[config.mk]
export PLATFORM = sky130hd
export DESIGN_NAME = a51_sequencer_flat
export DESIGN_NICKNAME = d
export VERILOG_FILES = /design/src/rtl/a51_sequencer_if.sv /design/src/rtl/a51_sequencer.sv /design/src/flat_wrapper.sv
export SDC_FILE = /design/constraint.sdc
export NUM_CORES = 1
export LEC_CHECK = 0
export BUFFER_PORTS_ARGS = -buffer_cell sky130_fd_sc_hd__buf_2
export CORE_ASPECT_RATIO = 0.7
export CORE_MARGIN = 2
export CORE_UTILIZATION = 54
export CTS_CLUSTER_SIZE = 10
export DETAILED_ROUTE_END_ITERATION = 16
export HOLD_SLACK_MARGIN = 0.1
export PLACE_DENSITY = 0.86
export SLEW_MARGIN = 10
export SYNTH_ARGS = -nofsm -noshare
export SYNTH_HDL_FRONTEND = slang
export SYNTH_SLANG_ARGS = --single-unit
[constraint.sdc]
create_clock -name i_c -period 3.5 [get_ports i_c]
set_input_delay 0 -clock i_c [delete_from_list [all_inputs] [get_ports i_c]]
set_output_delay 0 -clock i_c [all_outputs]
set_load 0.01 [all_outputs]
[src/rtl/a51_sequencer_if.sv]
// rtl/a51_sequencer_if.sv - Host/datapath bundle for the A5/1 control sequencer
//
// Purpose: groups the run-control, key/frame, LFSR-control and keystream
//          handshake signals of a51_sequencer.
// Signals (named from the sequencer's point of view):
//   i_start, i_abort          run request / abort
//   i_key, i_frame            session key and frame number
//   o_lfsr_clr, o_step_en,
//   o_maj_en, o_load_en,
//   o_load_bit                LFSR datapath controls
//   i_ks_in                   keystream bit from the datapath
//   o_ks_out, o_ks_valid,
//   i_ks_ready                keystream valid/ready stream
//   o_busy, o_done,
//   o_stage, o_bit_cnt        status
// Modports: slave = sequencer, master = host/datapath side.
interface a51_sequencer_if #(
    parameter int KEY_W   = 64,
    parameter int FRAME_W = 22,
    parameter int CNT_W   = 9
);
    logic               i_start;
    logic               i_abort;
    logic [KEY_W-1:0]   i_key;
    logic [FRAME_W-1:0] i_frame;
    logic               o_lfsr_clr;
    logic               o_step_en;
    logic               o_maj_en;
    logic               o_load_en;
    logic               o_load_bit;
    logic               i_ks_in;
    logic               o_ks_out;
    logic               o_ks_valid;
    logic               i_ks_ready;
    logic               o_busy;
    logic               o_done;
    logic [2:0]         o_stage;
    logic [CNT_W-1:0]   o_bit_cnt;

    modport slave (
        input  i_start, i_abort, i_key, i_frame, i_ks_in, i_ks_ready,
        output o_lfsr_clr, o_step_en, o_maj_en, o_load_en, o_load_bit,
               o_ks_out, o_ks_valid, o_busy, o_done, o_stage, o_bit_cnt
    );

    modport master (
        output i_start, i_abort, i_key, i_frame, i_ks_in, i_ks_ready,
        input  o_lfsr_clr, o_step_en, o_maj_en, o_load_en, o_load_bit,
               o_ks_out, o_ks_valid, o_busy, o_done, o_stage, o_bit_cnt
    );
endinterface

[src/rtl/a51_sequencer.sv]
// rtl/a51_sequencer.sv - Phase sequencer for the A5/1 R1/R2/R3 LFSR datapath
//
// Purpose: on START captures key and frame, then walks the LFSR datapath
//          through CLEAR, KEYLOAD, FRAMELOAD, MIX and OUTPUT, delivering the
//          keystream bit-serially over a valid/ready handshake.
// Ports:
//   i_c    clock, rising edge
//   i_clr  asynchronous active-high reset
//   s_if   a51_sequencer_if.slave (control, datapath and stream signals)
module a51_sequencer #(
    parameter int KEY_W      = 64,
    parameter int FRAME_W    = 22,
    parameter int MIX_CYCLES = 100,
    parameter int KS_BITS    = 228,
    parameter int CNT_W      = 9
) (
    input  logic              i_c,
    input  logic              i_clr,
    a51_sequencer_if.slave    s_if
);
    typedef enum logic [2:0] {
        S_IDLE      = 3'd0,
        S_CLEAR     = 3'd1,
        S_KEYLOAD   = 3'd2,
        S_FRAMELOAD = 3'd3,
        S_MIX       = 3'd4,
        S_OUTPUT    = 3'd5,
        S_DONE      = 3'd6
    } state_t;

    localparam logic [CNT_W-1:0] KEY_LAST   = CNT_W'(KEY_W - 1);
    localparam logic [CNT_W-1:0] FRAME_LAST = CNT_W'(FRAME_W - 1);
    localparam logic [CNT_W-1:0] MIX_LAST   = CNT_W'(MIX_CYCLES - 1);
    localparam logic [CNT_W-1:0] KS_LAST    = CNT_W'(KS_BITS - 1);

    state_t             r_state;
    logic [CNT_W-1:0]   r_cnt;
    logic [KEY_W-1:0]   r_key;
    logic [FRAME_W-1:0] r_frame;

    logic [KEY_W-1:0]   w_key_sh;
    logic [FRAME_W-1:0] w_frame_sh;
    logic               w_beat;

    // Shifting rather than indexing keeps the counter width independent of
    // the key/frame widths; bit 0 of the shifted value is the current bit.
    assign w_key_sh   = r_key >> r_cnt;
    assign w_frame_sh = r_frame >> r_cnt;
    assign w_beat     = (r_state == S_OUTPUT) && s_if.i_ks_ready;

    always_ff @(posedge i_c or posedge i_clr) begin
        if (i_clr) begin
            r_state <= S_IDLE;
            r_cnt   <= '0;
            r_key   <= '0;
            r_frame <= '0;
        end else begin
            case (r_state)
                S_IDLE, S_DONE: begin
                    // ABORT is meaningless here, so START always wins.
                    if (s_if.i_start) begin
                        r_key   <= s_if.i_key;
                        r_frame <= s_if.i_frame;
                        r_cnt   <= '0;
                        r_state <= S_CLEAR;
                    end
                end
                default: begin
                    if (s_if.i_abort) begin
                        r_state <= S_IDLE;
                        r_cnt   <= '0;
                    end else begin
                        case (r_state)
                            S_CLEAR: begin
                                r_cnt   <= '0;
                                r_state <= S_KEYLOAD;
                            end
                            S_KEYLOAD: begin
                                if (r_cnt == KEY_LAST) begin
                                    r_cnt   <= '0;
                                    r_state <= S_FRAMELOAD;
                                end else begin
                                    r_cnt <= r_cnt + 1'b1;
                                end
                            end
                            S_FRAMELOAD: begin
                                if (r_cnt == FRAME_LAST) begin
                                    r_cnt   <= '0;
                                    r_state <= S_MIX;
                                end else begin
                                    r_cnt <= r_cnt + 1'b1;
                                end
                            end
                            S_MIX: begin
                                if (r_cnt == MIX_LAST) begin
                                    r_cnt   <= '0;
                                    r_state <= S_OUTPUT;
                                end else begin
                                    r_cnt <= r_cnt + 1'b1;
                                end
                            end
                            S_OUTPUT: begin
                                // Without a beat everything holds, matching the
                                // frozen LFSRs.
                                if (w_beat) begin
                                    if (r_cnt == KS_LAST) begin
                                        r_cnt   <= '0;
                                        r_state <= S_DONE;
                                    end else begin
                                        r_cnt <= r_cnt + 1'b1;
                                    end
                                end
                            end
                            default: begin
                                r_cnt   <= '0;
                                r_state <= S_IDLE;
                            end
                        endcase
                    end
                end
            endcase
        end
    end

    // Moore decode straight from the registered state: no added latency.
    always_comb begin
        s_if.o_lfsr_clr = 1'b0;
        s_if.o_step_en  = 1'b0;
        s_if.o_maj_en   = 1'b0;
        s_if.o_load_en  = 1'b0;
        s_if.o_load_bit = 1'b0;
        s_if.o_ks_out   = 1'b0;
        s_if.o_ks_valid = 1'b0;
        s_if.o_busy     = 1'b0;
        s_if.o_done     = 1'b0;
        case (r_state)
            S_CLEAR: begin
                s_if.o_lfsr_clr = 1'b1;
                s_if.o_busy     = 1'b1;
            end
            S_KEYLOAD: begin
                s_if.o_step_en  = 1'b1;
                s_if.o_load_en  = 1'b1;
                s_if.o_load_bit = w_key_sh[0];
                s_if.o_busy     = 1'b1;
            end
            S_FRAMELOAD: begin
                s_if.o_step_en  = 1'b1;
                s_if.o_load_en  = 1'b1;
                s_if.o_load_bit = w_frame_sh[0];
                s_if.o_busy     = 1'b1;
            end
            S_MIX: begin
                s_if.o_step_en = 1'b1;
                s_if.o_maj_en  = 1'b1;
                s_if.o_busy    = 1'b1;
            end
            S_OUTPUT: begin
                s_if.o_step_en  = s_if.i_ks_ready;
                s_if.o_maj_en   = 1'b1;
                s_if.o_ks_valid = 1'b1;
                s_if.o_ks_out   = s_if.i_ks_in;
                s_if.o_busy     = 1'b1;
            end
            S_DONE: begin
                s_if.o_done = 1'b1;
            end
            default: begin
                s_if.o_done = 1'b0;
            end
        endcase
    end

    assign s_if.o_stage   = r_state;
    assign s_if.o_bit_cnt = r_cnt;
endmodule

[src/flat_wrapper.sv]
// flat-port wrapper written by rule: the top's interface ports become plain ports
module a51_sequencer_flat 
#(
    parameter int KEY_W      = 64,
    parameter int FRAME_W    = 22,
    parameter int MIX_CYCLES = 100,
    parameter int KS_BITS    = 228,
    parameter int CNT_W      = 9
)
  (i_c, i_clr, s_if_i_start, s_if_i_abort, s_if_i_key, s_if_i_frame, s_if_i_ks_in, s_if_i_ks_ready, s_if_o_lfsr_clr, s_if_o_step_en, s_if_o_maj_en, s_if_o_load_en, s_if_o_load_bit, s_if_o_ks_out, s_if_o_ks_valid, s_if_o_busy, s_if_o_done, s_if_o_stage, s_if_o_bit_cnt);
  a51_sequencer_if #(.KEY_W(KEY_W), .FRAME_W(FRAME_W), .CNT_W(CNT_W)) s_if_i ();
  input  logic i_c;
  input  logic i_clr;
  input wire logic [$bits(s_if_i.i_start)-1:0] s_if_i_start;
  input wire logic [$bits(s_if_i.i_abort)-1:0] s_if_i_abort;
  input wire logic [$bits(s_if_i.i_key)-1:0] s_if_i_key;
  input wire logic [$bits(s_if_i.i_frame)-1:0] s_if_i_frame;
  input wire logic [$bits(s_if_i.i_ks_in)-1:0] s_if_i_ks_in;
  input wire logic [$bits(s_if_i.i_ks_ready)-1:0] s_if_i_ks_ready;
  output wire logic [$bits(s_if_i.o_lfsr_clr)-1:0] s_if_o_lfsr_clr;
  output wire logic [$bits(s_if_i.o_step_en)-1:0] s_if_o_step_en;
  output wire logic [$bits(s_if_i.o_maj_en)-1:0] s_if_o_maj_en;
  output wire logic [$bits(s_if_i.o_load_en)-1:0] s_if_o_load_en;
  output wire logic [$bits(s_if_i.o_load_bit)-1:0] s_if_o_load_bit;
  output wire logic [$bits(s_if_i.o_ks_out)-1:0] s_if_o_ks_out;
  output wire logic [$bits(s_if_i.o_ks_valid)-1:0] s_if_o_ks_valid;
  output wire logic [$bits(s_if_i.o_busy)-1:0] s_if_o_busy;
  output wire logic [$bits(s_if_i.o_done)-1:0] s_if_o_done;
  output wire logic [$bits(s_if_i.o_stage)-1:0] s_if_o_stage;
  output wire logic [$bits(s_if_i.o_bit_cnt)-1:0] s_if_o_bit_cnt;
  assign s_if_i.i_start = s_if_i_start;
  assign s_if_i.i_abort = s_if_i_abort;
  assign s_if_i.i_key = s_if_i_key;
  assign s_if_i.i_frame = s_if_i_frame;
  assign s_if_i.i_ks_in = s_if_i_ks_in;
  assign s_if_i.i_ks_ready = s_if_i_ks_ready;
  assign s_if_o_lfsr_clr = s_if_i.o_lfsr_clr;
  assign s_if_o_step_en = s_if_i.o_step_en;
  assign s_if_o_maj_en = s_if_i.o_maj_en;
  assign s_if_o_load_en = s_if_i.o_load_en;
  assign s_if_o_load_bit = s_if_i.o_load_bit;
  assign s_if_o_ks_out = s_if_i.o_ks_out;
  assign s_if_o_ks_valid = s_if_i.o_ks_valid;
  assign s_if_o_busy = s_if_i.o_busy;
  assign s_if_o_done = s_if_i.o_done;
  assign s_if_o_stage = s_if_i.o_stage;
  assign s_if_o_bit_cnt = s_if_i.o_bit_cnt;
  a51_sequencer #(.KEY_W(KEY_W), .FRAME_W(FRAME_W), .MIX_CYCLES(MIX_CYCLES), .KS_BITS(KS_BITS), .CNT_W(CNT_W)) u_core (.i_c(i_c), .i_clr(i_clr), .s_if(s_if_i));
endmodule
# After elaboration in Yosys (flattened, before gate mapping)
# Cells that the tools add are included.
word_totals:
  reg_bits: 98
  inputBits: 92
classes:
  n_addsub: 1
  n_eq_ne: 16
  shift: 2
  mux: 27
  n_reduce_logical: 10
op_table:
  columns: ["operator", "count"]
  rows:
  - ["$mux 9", 8]
  - ["$shr 64x9->1", 1]
  - ["$pmux 9 s4", 1]
  - ["$mux 3", 8]
  - ["$shr 22x9->1", 1]
  - ["$ne 4x3->1 const B", 4]
  - ["$pmux 3 s5", 1]
  - ["$add 9x1->9 const B", 1]
  - ["$eq 3x3->1 const B", 3]
  - ["$eq 9x5->1 const B", 1]
  - ["$eq 9x6->1 const B", 1]
  - ["$eq 9x7->1 const B", 1]
  - ["$eq 9x8->1 const B", 1]
  - ["$mux 1", 7]
  - ["$eq 3x2->1 const B", 2]
  - ["$reduce_and 6->1", 1]
  - ["$reduce_or 2->1", 3]
  - ["$reduce_or 5->1", 1]
  - ["$ne 4x4->1 const B", 1]
  - ["$pmux 1 s2", 2]
  - ["$reduce_and 2->1", 2]
  - ["$eq 3x1->1 const B", 1]
  - ["$logic_not 3->1", 1]
  - ["$reduce_or 3->1", 1]
  - ["other kinds (2)", 2]

# Longest topological paths before layout
# Gate-level depths: netlist of run 1.
depth:
  depth_word: 6
  mapped_depth: 9
  ltp_nobuf: 7

# Worst setup path after synthesis of run 1
# No wires, ideal clock.
synth_timing:
  kind: "register to register"
  from: "register u_core.r_cnt[1] (netlist: u_core.s_if.o_bit_cnt[1])"
  to: "register u_core.r_state[0] (netlist: u_core.s_if.o_stage[0])"
  arrival_ps: 2100
  required_ps: 3375
  path_slack_ps: 1275
  path_stages_with_launch: 10
  path_cell_list: "dfrtp_1 -> clkbuf_1 -> buf_2 -> inv_1 -> ha_1 -> o2111ai_1 -> a32oi_1 -> a21o_2 -> nand2_1 -> mux2_2"
synth_via:
  elab_chain_cells: 3
synth_lines:
  columns: ["item", "line", "text"]
  rows:
  - ["start, declared", "a51_sequencer.sv:37", "logic [CNT_W-1:0] r_cnt;"]
  - ["start signal, assigned", "a51_sequencer.sv:83", "r_cnt <= r_cnt + 1'b1;"]
  - ["start signal, assigned", "a51_sequencer.sv:91", "r_cnt <= r_cnt + 1'b1;"]
  - ["start signal, assigned", "a51_sequencer.sv:99", "r_cnt <= r_cnt + 1'b1;"]
  - ["$eq 9x8->1 (tied with other cells)", "a51_sequencer.sv:106", "if (r_cnt == KS_LAST) begin"]
  - ["$ne 4x4->1 (no source line) / $ne 4x3->1 (equally long branches)", null, null]
  - ["$reduce_and 6->1 (no source line) *", null, null]
  - ["end signal, assigned", "a51_sequencer.sv:97", "r_state <= S_OUTPUT;"]
  - ["end signal, assigned", "a51_sequencer.sv:108", "r_state <= S_DONE;"]
  - ["end signal, assigned", "a51_sequencer.sv:116", "r_state <= S_IDLE;"]
  - ["end, declared", "a51_sequencer.sv:36", "state_t r_state;"]
# Every way passes the cells marked *; elsewhere a longest branch is shown, timed or not.
# A chain may end at the register's enable or synchronous reset.

# Worst setup path in the final report of run 1
layout_timing:
  from: "register u_core.r_state[0] (netlist: u_core.s_if.o_stage[0])"
  to: "output port s_if_o_load_bit"
layout_via:
  elab_chain_cells: 2
layout_lines:
  columns: ["item", "line", "text"]
  rows:
  - ["start signal, assigned", "a51_sequencer.sv:53", "r_state <= S_IDLE;"]
  - ["start signal, assigned", "a51_sequencer.sv:65", "r_state <= S_CLEAR;"]
  - ["start signal, assigned", "a51_sequencer.sv:70", "r_state <= S_IDLE;"]
  - ["$eq 3x2->1", "a51_sequencer.sv:136", "case (r_state)"]
  - ["$pmux 1 s2 *", "a51_sequencer.sv:136", null]
  - ["end, declared", "flat_wrapper.sv:24", "output wire logic [$bits(s_if_i.o_load_bit)-1:0] s_if_o_load_bit;"]
# Marks and branches as above.

==> results.json, run 1 <==
{
  "synth_top_cell_area_share_pct": 50.3,
  "via_per_inst": 5.82,
  "swShare_pct": 32.8,
  "routed_wl_um": 13900,
  "reg2reg_depth": 7,
  "drive_gt1_share_pct": 43.0,
  "dpl.hpwl_um": 7840,
  "p_per_area_nw_per_um2": 768,
  "rr_startpoint": "u_core.s_if.o_bit_cnt[1]",
  "path_buf_inv": 2,
  "firstDrtPassIters": 6,
  "cts_root_buf": "clkbuf_16",
  "synth-seq-cells": 98,
  "grt_pass1_wl_um": 22400,
  "drt_iter0_drc": 340,
  "maxSlewHeadroom_pct": 43.4,
  "synthToLayoutAreaGrowth_pct": 37.9,
  "clock_latency_ps": 340,
  "crit_cells": 8,
  "fin_skew_ps": 6.55,
  "nets": 659,
  "yosys_warnings": 0,
  "max_cap_violations": 0,
  "grt_pass1_vias": 4336,
  "comb_power_share_pct": 39.0,
  "syn_avg_cell_area_um2": 13.0,
  "fin_ws_ps": 429,
  "syn-num-nets": 469,
  "p_leak_nw": 2.96,
  "gp_congestion": 0.935,
  "slew_violations": 0,
  "p_clk_share_pct": 21.3,
  "fin_util_pct": 78.1,
  "cts_tree": "yes",
  "hp-start": "s_if_i_start",
  "path_clk_slew_ps": 70,
  "post_drt_wl_per_cell_um": 20.1,
  "slowest_stage": "dfrtp_1",
  "synth_area_um2": 4880,
  "die_y_um": 83.5,
  "power_frac_seq_pct": 39.8,
  "hold_class": "primary input to register",
  "cts_setup_buffers": 0,
  "die-area_um2": 9830,
  "num_vias": 4019,
  "drc_errors": 0,
  "rows": 28,
  "ant_nets": 0,
  "core_area_um2": 8620,
  "worst_slew_pin_slew_ps": 849,
  "startpoint_type": "register",
  "crit_type": "register to output pin",
  "antenna_found_initial": 0,
  "status": "complete, no violations",
  "slowest_delay_ps": 670,
  "min_period_over_period_pct": 87.7,
  "p_int_w": 0.00347,
  "endpoint_kind": "output pin",
  "synth_area_leaders": "dfrtp_1, mux2_2, mux4_2, mux2i_1, o21ai_0",
  "numCtsBuffers": 9,
  "startpoint": "u_core.s_if.o_stage[0]",
  "clockBufferDepth": 2,
  "ys_seq_area_share_pct": 50.3,
  "grt_overflow": 0,
  "setup_tns_ps": 0,
  "rsz0062_at_grt": "false",
  "num_io_pins": 113,
  "worstPathMaxFanout": 16,
  "path_cells": "and3b_1 > buf_4 > mux4_2 > and4_1 > a31o_1 > o311ai_1 > nand3_1 > buf_2",
  "final-hold-violation-count": 0,
  "finalSetupViolCount": 0,
  "grt_usage_pct": 29.2,
  "hold_slack_ps": 167,
  "place_ws_ps": 864,
  "diodes": 0,
  "grt_max_degree": 88,
  "yosys.area.top_type": "dfrtp_1",
  "syn_inst": 375,
  "start_util_pct": 56.6,
  "crit_family": "flip-flops",
  "worstPathArrival_ps": 3070,
  "required_ps": 3500,
  "worstHoldPathCells": 4,
  "die_w_um": 118,
  "clock_sink_count": 98,
  "max_freq_mhz": 326,
  "cts_max_level": 3,
  "post_cts_resized": 0,
  "ir_drop_uv": 447,
  "synth.distinct_cells": 48,
  "fin_crit_ps": 3070,
  "p_sw_w": 0.00170,
  "io_buffers": 112
}
[final timing paths]
check	end	slack, ps
hold / removal	u_core.s_if.o_bit_cnt[1]	170
min in group asynchronous	u_core.r_frame[7]	380
hold reg to reg	u_core.r_key[3]	510
max in group asynchronous	u_core.r_key[56]	2220
setup / recovery	s_if_o_load_bit	430
setup reg to reg	u_core.s_if.o_bit_cnt[0]	910
[layout by cell type (no fill, tap or decap), types with 3 or more instances in the layout]
cell type / instances
nand2_1: 13
a31oi_1: 3
o31ai_1: 6
nand3_1: 11
buf_4: 6
mux2_2: 89
and2_1: 3
a21oi_1: 8
nand4_1: 4
nand2b_1: 7
clkbuf_16: 9
inv_1: 9
dlygate4sd3_1: 88
mux2i_1: 11
dfrtp_1: 98
and3_1: 5
buf_2: 112
mux4_2: 16
o21ai_0: 17
o2bb2ai_1: 3
nor3_1: 6
nor2_1: 6
[per-stage QoR]
| stage | instances | total power [W] | area [µm²] |
|---|---|---|---|
| final | 690 | 0.00517 | 6730 |
| after global routing | 690 | 0.00542 | 6730 |
| after CTS | 690 | 0.00506 | 6730 |
| after floorplan | 375 | 0.00341 | 4880 |
| after detailed placement | 586 | 0.00387 | 5510 |
| after global placement | 586 | 0.00377 | 5510 |
[registers in the layout, indices dropped and copies added (netlist names)]
name	cells
u_core.r_key	64
u_core.r_frame	22
u_core.s_if.o_bit_cnt	9
u_core.s_if.o_stage	3
[power groups by stage]
| stage | combinational, W | clock [W] | sequential, W |
|---|---|---|---|
| finish | 0.00201 | 0.00110 | 0.00205 |
| global route | 0.00216 | 0.00115 | 0.00211 |
| CTS | 0.00195 | 0.00110 | 0.00201 |
| detailed placement | 0.00185 | 0 | 0.00203 |
| global placement | 0.00179 | 0 | 0.00198 |
| floorplan | 0.00154 | 0 | 0.00187 |
[cells by family after synthesis]
| kind of cell | Yosys count | share of synthesized area (%) |
|---|---|---|
| mux | 116 | 30.2 |
| fa+ha+maj | 2 | 0.513 |
| simple gates | 67 | 7.67 |
| flops | 98 | 50.3 |
| buf+inv | 39 | 3.95 |
| compound gates | 53 | 7.44 |
[cell usage after synthesis (all sizes together)]
cell type	instances
and3b	1
and3	5
o211ai	1
o32ai	3
nor4	1
or3	1
a21oi	8
o31ai	6
nand3b	2
o21ai	17
and4	1
or2	1
o221ai	1
mux4	16
clkinv	1
and2	3
a22o	2
a21o	1
mux2i	11
clkbuf	8
mux2	89
nor3b	1
a32oi	1
or4b	1
nor2	6
o2111ai	2
a211o	1
ha	2
nand3	11
o2bb2ai	3
o311ai	2
nor3	6
nand2b	7
nor4bb	1
o32a	1
dfrtp	98
a31o	1
buf	20
nand2	13
or4	2
inv	10
nand4	4
a31oi	3
[per-layer routing]
metal | part of all wire, % | global-route usage (%)
met1 | 40 | 36.3
met4 | 2.8 | 9.64
met5 | 0 | 0
met2 | 50 | 50.6
met3 | 7.1 | 6.83
[tightest hold or removal path: stages]
cell and delay, ps:
buf_2 120, o32ai_2 180, nand2_1 100, o31ai_1 60
[final cells by class]
| class | instances | area (µm²) |
|---|---|---|
| Fill cell | 491 | 1890 |
| Clock buffer | 11 | 253 |
| Inverter | 11 | 43.8 |
| Sequential cell | 98 | 2450 |
| Clock inverter | 5 | 85.1 |
| Multi-Input combinational cell | 238 | 2240 |
| Tap cell | 120 | 150 |
| Timing Repair Buffer | 207 | 1510 |
[repair_timing]
action                     CTS  global route
setup endpoints to repair    0             0
hold buffers                88             0
hold endpoints to repair   157             0
(Power assumes the default switching activity.)
==> run 2, diff against run 1 <==
--- a/config.mk
+++ b/config.mk
@@ -8,11 +8,11 @@
 export BUFFER_PORTS_ARGS = -buffer_cell sky130_fd_sc_hd__buf_2
 export CORE_ASPECT_RATIO = 0.7
 export CORE_MARGIN = 2
-export CORE_UTILIZATION = 54
+export CORE_UTILIZATION = 30
 export CTS_CLUSTER_SIZE = 10
 export DETAILED_ROUTE_END_ITERATION = 16
 export HOLD_SLACK_MARGIN = 0.1
-export PLACE_DENSITY = 0.86
+export PLACE_DENSITY = 0.56
 export SLEW_MARGIN = 10
 export SYNTH_ARGS = -nofsm -noshare
 export SYNTH_HDL_FRONTEND = slang
==> results.json, run 2 (synthesis results as in run 1) <==
{
  "status": "complete, no violations",
  "layout_common_cells": "buf_2, dfrtp_1, mux2_2",
  "finalSetupViolCount": 0,
  "maxSlewHeadroom_pct": 37.6,
  "die-area_um2": 17300,
  "grt_pass1_wl_um": 21400,
  "swShare_pct": 31.9,
  "numCtsBuffers": 9,
  "slowest_delay_ps": 680,
  "worstPathArrival_ps": 3060,
  "routed_wl_um": 13300,
  "synthToLayoutAreaGrowth_pct": 40.1,
  "post_drt_wl_per_cell_um": 17.3,
  "firstDrtPassIters": 4,
  "cts_tree": "yes",
  "ant_nets": 0,
  "power_frac_seq_pct": 40.5,
  "hold_class": "primary input to register",
  "rr_startpoint": "u_core.s_if.o_bit_cnt[1]",
  "grt_max_degree": 81,
  "postPlaceCellArea_um2": 5630,
  "fin_skew_ps": 8.37,
  "p_int_w": 0.00344,
  "max_freq_mhz": 327,
  "hold_end": "u_core.s_if.o_bit_cnt[0]",
  "io_buffers": 112,
  "max_cap_violations": 0,
  "regToRegSetupSlack_ps": 850,
  "stdcell_area_um2": 6830,
  "nets": 661,
  "gp_congestion": 0.836,
  "final-hold-violation-count": 0,
  "clockBufferDepth": 2,
  "layout_commonest_cell": "buf_2",
  "drt_iter0_drc": 245,
  "start_util_pct": 31.1,
  "path_clk_slew_ps": 70,
  "largest_register_ffs": 64,
  "cts_setup_buffers": 0,
  "grt_pass1_vias": 4000,
  "multi_input_area_um2": 2240,
  "die_w_um": 156,
  "hp-start": "s_if_i_start",
  "die_y_um": 111,
  "cts_root_buf": "clkbuf_16",
  "grt_usage_pct": 16.1,
  "rows": 38,
  "p_clk_share_pct": 21.0,
  "slew_violations": 0,
  "worstPathMaxFanout": 16,
  "fillers": 1455,
  "crit_type": "register to output pin",
  "postCtsHoldBufs": 88,
  "antenna_found_initial": 0,
  "drc_errors": 0,
  "hold_slack_ps": 163,
  "comb_power_share_pct": 38.5,
  "top_layer_used": "met4",
  "reg2reg_depth": 7,
  "worst_slew_pin_slew_ps": 936,
  "fin_crit_ps": 3060,
  "post_cts_resized": 0,
  "required_ps": 3500,
  "dpl.hpwl_um": 9320,
  "clock_latency_ps": 360,
  "drive_gt1_share_pct": 43.2,
  "rsz0062_at_grt": "false",
  "wl_met2_um": 5700,
  "grt_overflow": 0,
  "via_per_inst": 4.97,
  "worstHoldPathCells": 4,
  "ir_drop_uv": 314,
  "diodes": 0,
  "p_per_area_nw_per_um2": 739,
  "routedLengthMet1_um": 6490,
  "setup_tns_ps": 0,
  "startpoint_type": "register",
  "p_sw_w": 0.00161,
  "path_cells": "and3b_1 > mux4_2 > and4_1 > a31o_1 > o311ai_1 > nand3_1 > buf_2",
  "clock_sink_count": 98,
  "num_vias": 3839,
  "slowest_stage": "dfrtp_1",
  "seqCellArea_um2": 2450,
  "rr_endpoint": "u_core.s_if.o_bit_cnt[0]",
  "cts_max_level": 3,
  "endpoint_kind": "output pin",
  "top_register": "u_core.r_key",
  "num_io_pins": 113,
  "wl_met3_um": 939,
  "core_area_um2": 15700,
  "p_leak_nw": 2.96,
  "min_period_over_period_pct": 87.4
}
[run 2: cell count changes in the layout (fill, tap and decap cells not counted)]
| cell | previous run | this run |
|---|---|---|
| inv_6 | 1 | 0 |
| clkbuf_8 | 2 | 4 |
| clkinv_4 | 1 | 0 |
| clkinvlp_4 | 1 | 2 |
| bufinv_16 | 2 | 1 |
| buf_4 | 6 | 8 |
[run 2: worst max-delay path, delay by kind of cell, from the launching register on]
family | cells | cell delay (ps)
mux | 1 | 550
flops | 1 | 680
simple gates | 3 | 830
compound gates | 2 | 470
buf+inv | 1 | 170
[run 2: cell type report]
class	count	area share, %
clock buffer	13	4.10
tap	200	3.66
inverter	11	0.641
sequential	98	35.9
timing repair buffer	209	22.3
multi-input combinational	238	32.8
clock inverter	3	0.659
[run 2: stage by stage]
step / total power (W) / utilization (%) / instances / setup slack [ps]
final: 0.00505 / 43.6 / 772 / 441
after global routing: 0.00538 / 43.6 / 772 / 243
after CTS: 0.00511 / 43.6 / 772 / 410
after detailed placement: 0.00395 / 35.9 / 668 / 786
after global placement: 0.00388 / 35.9 / 668 / 840
after floorplan: 0.00341 / - / 375 / 938
[run 2: power groups by stage]
stage	registers [W]	logic (W)	clock network, W
after floorplan	0.00187	0.00154	0
after global placement	0.00205	0.00183	0
after detailed placement	0.00207	0.00188	0
after CTS	0.00205	0.00197	0.00108
after global routing	0.00212	0.00213	0.00113
final	0.00204	0.00195	0.00106
[run 2: worst max path at each step]
stage,start,end,cells after the start,slack (ps)
floorplan,i_clr,u_core.r_frame[0],1,940
global placement,u_core.s_if.o_stage[0],s_if_o_load_bit,7,840
detailed placement,u_core.s_if.o_bit_cnt[1],u_core.s_if.o_stage[0],7,790
CTS,u_core.s_if.o_stage[0],s_if_o_load_bit,7,410
global route,u_core.s_if.o_stage[0],s_if_o_load_bit,8,240
finish,u_core.s_if.o_stage[0],s_if_o_load_bit,7,440
[run 2: layer usage]
layer / track usage, % / vias to the layer above
li1: - / 1787
met1: 23.4 / 1895
met2: 23.1 / 137
met3: 4.26 / 20
met4: 5.57 / 0
met5: 0 / -
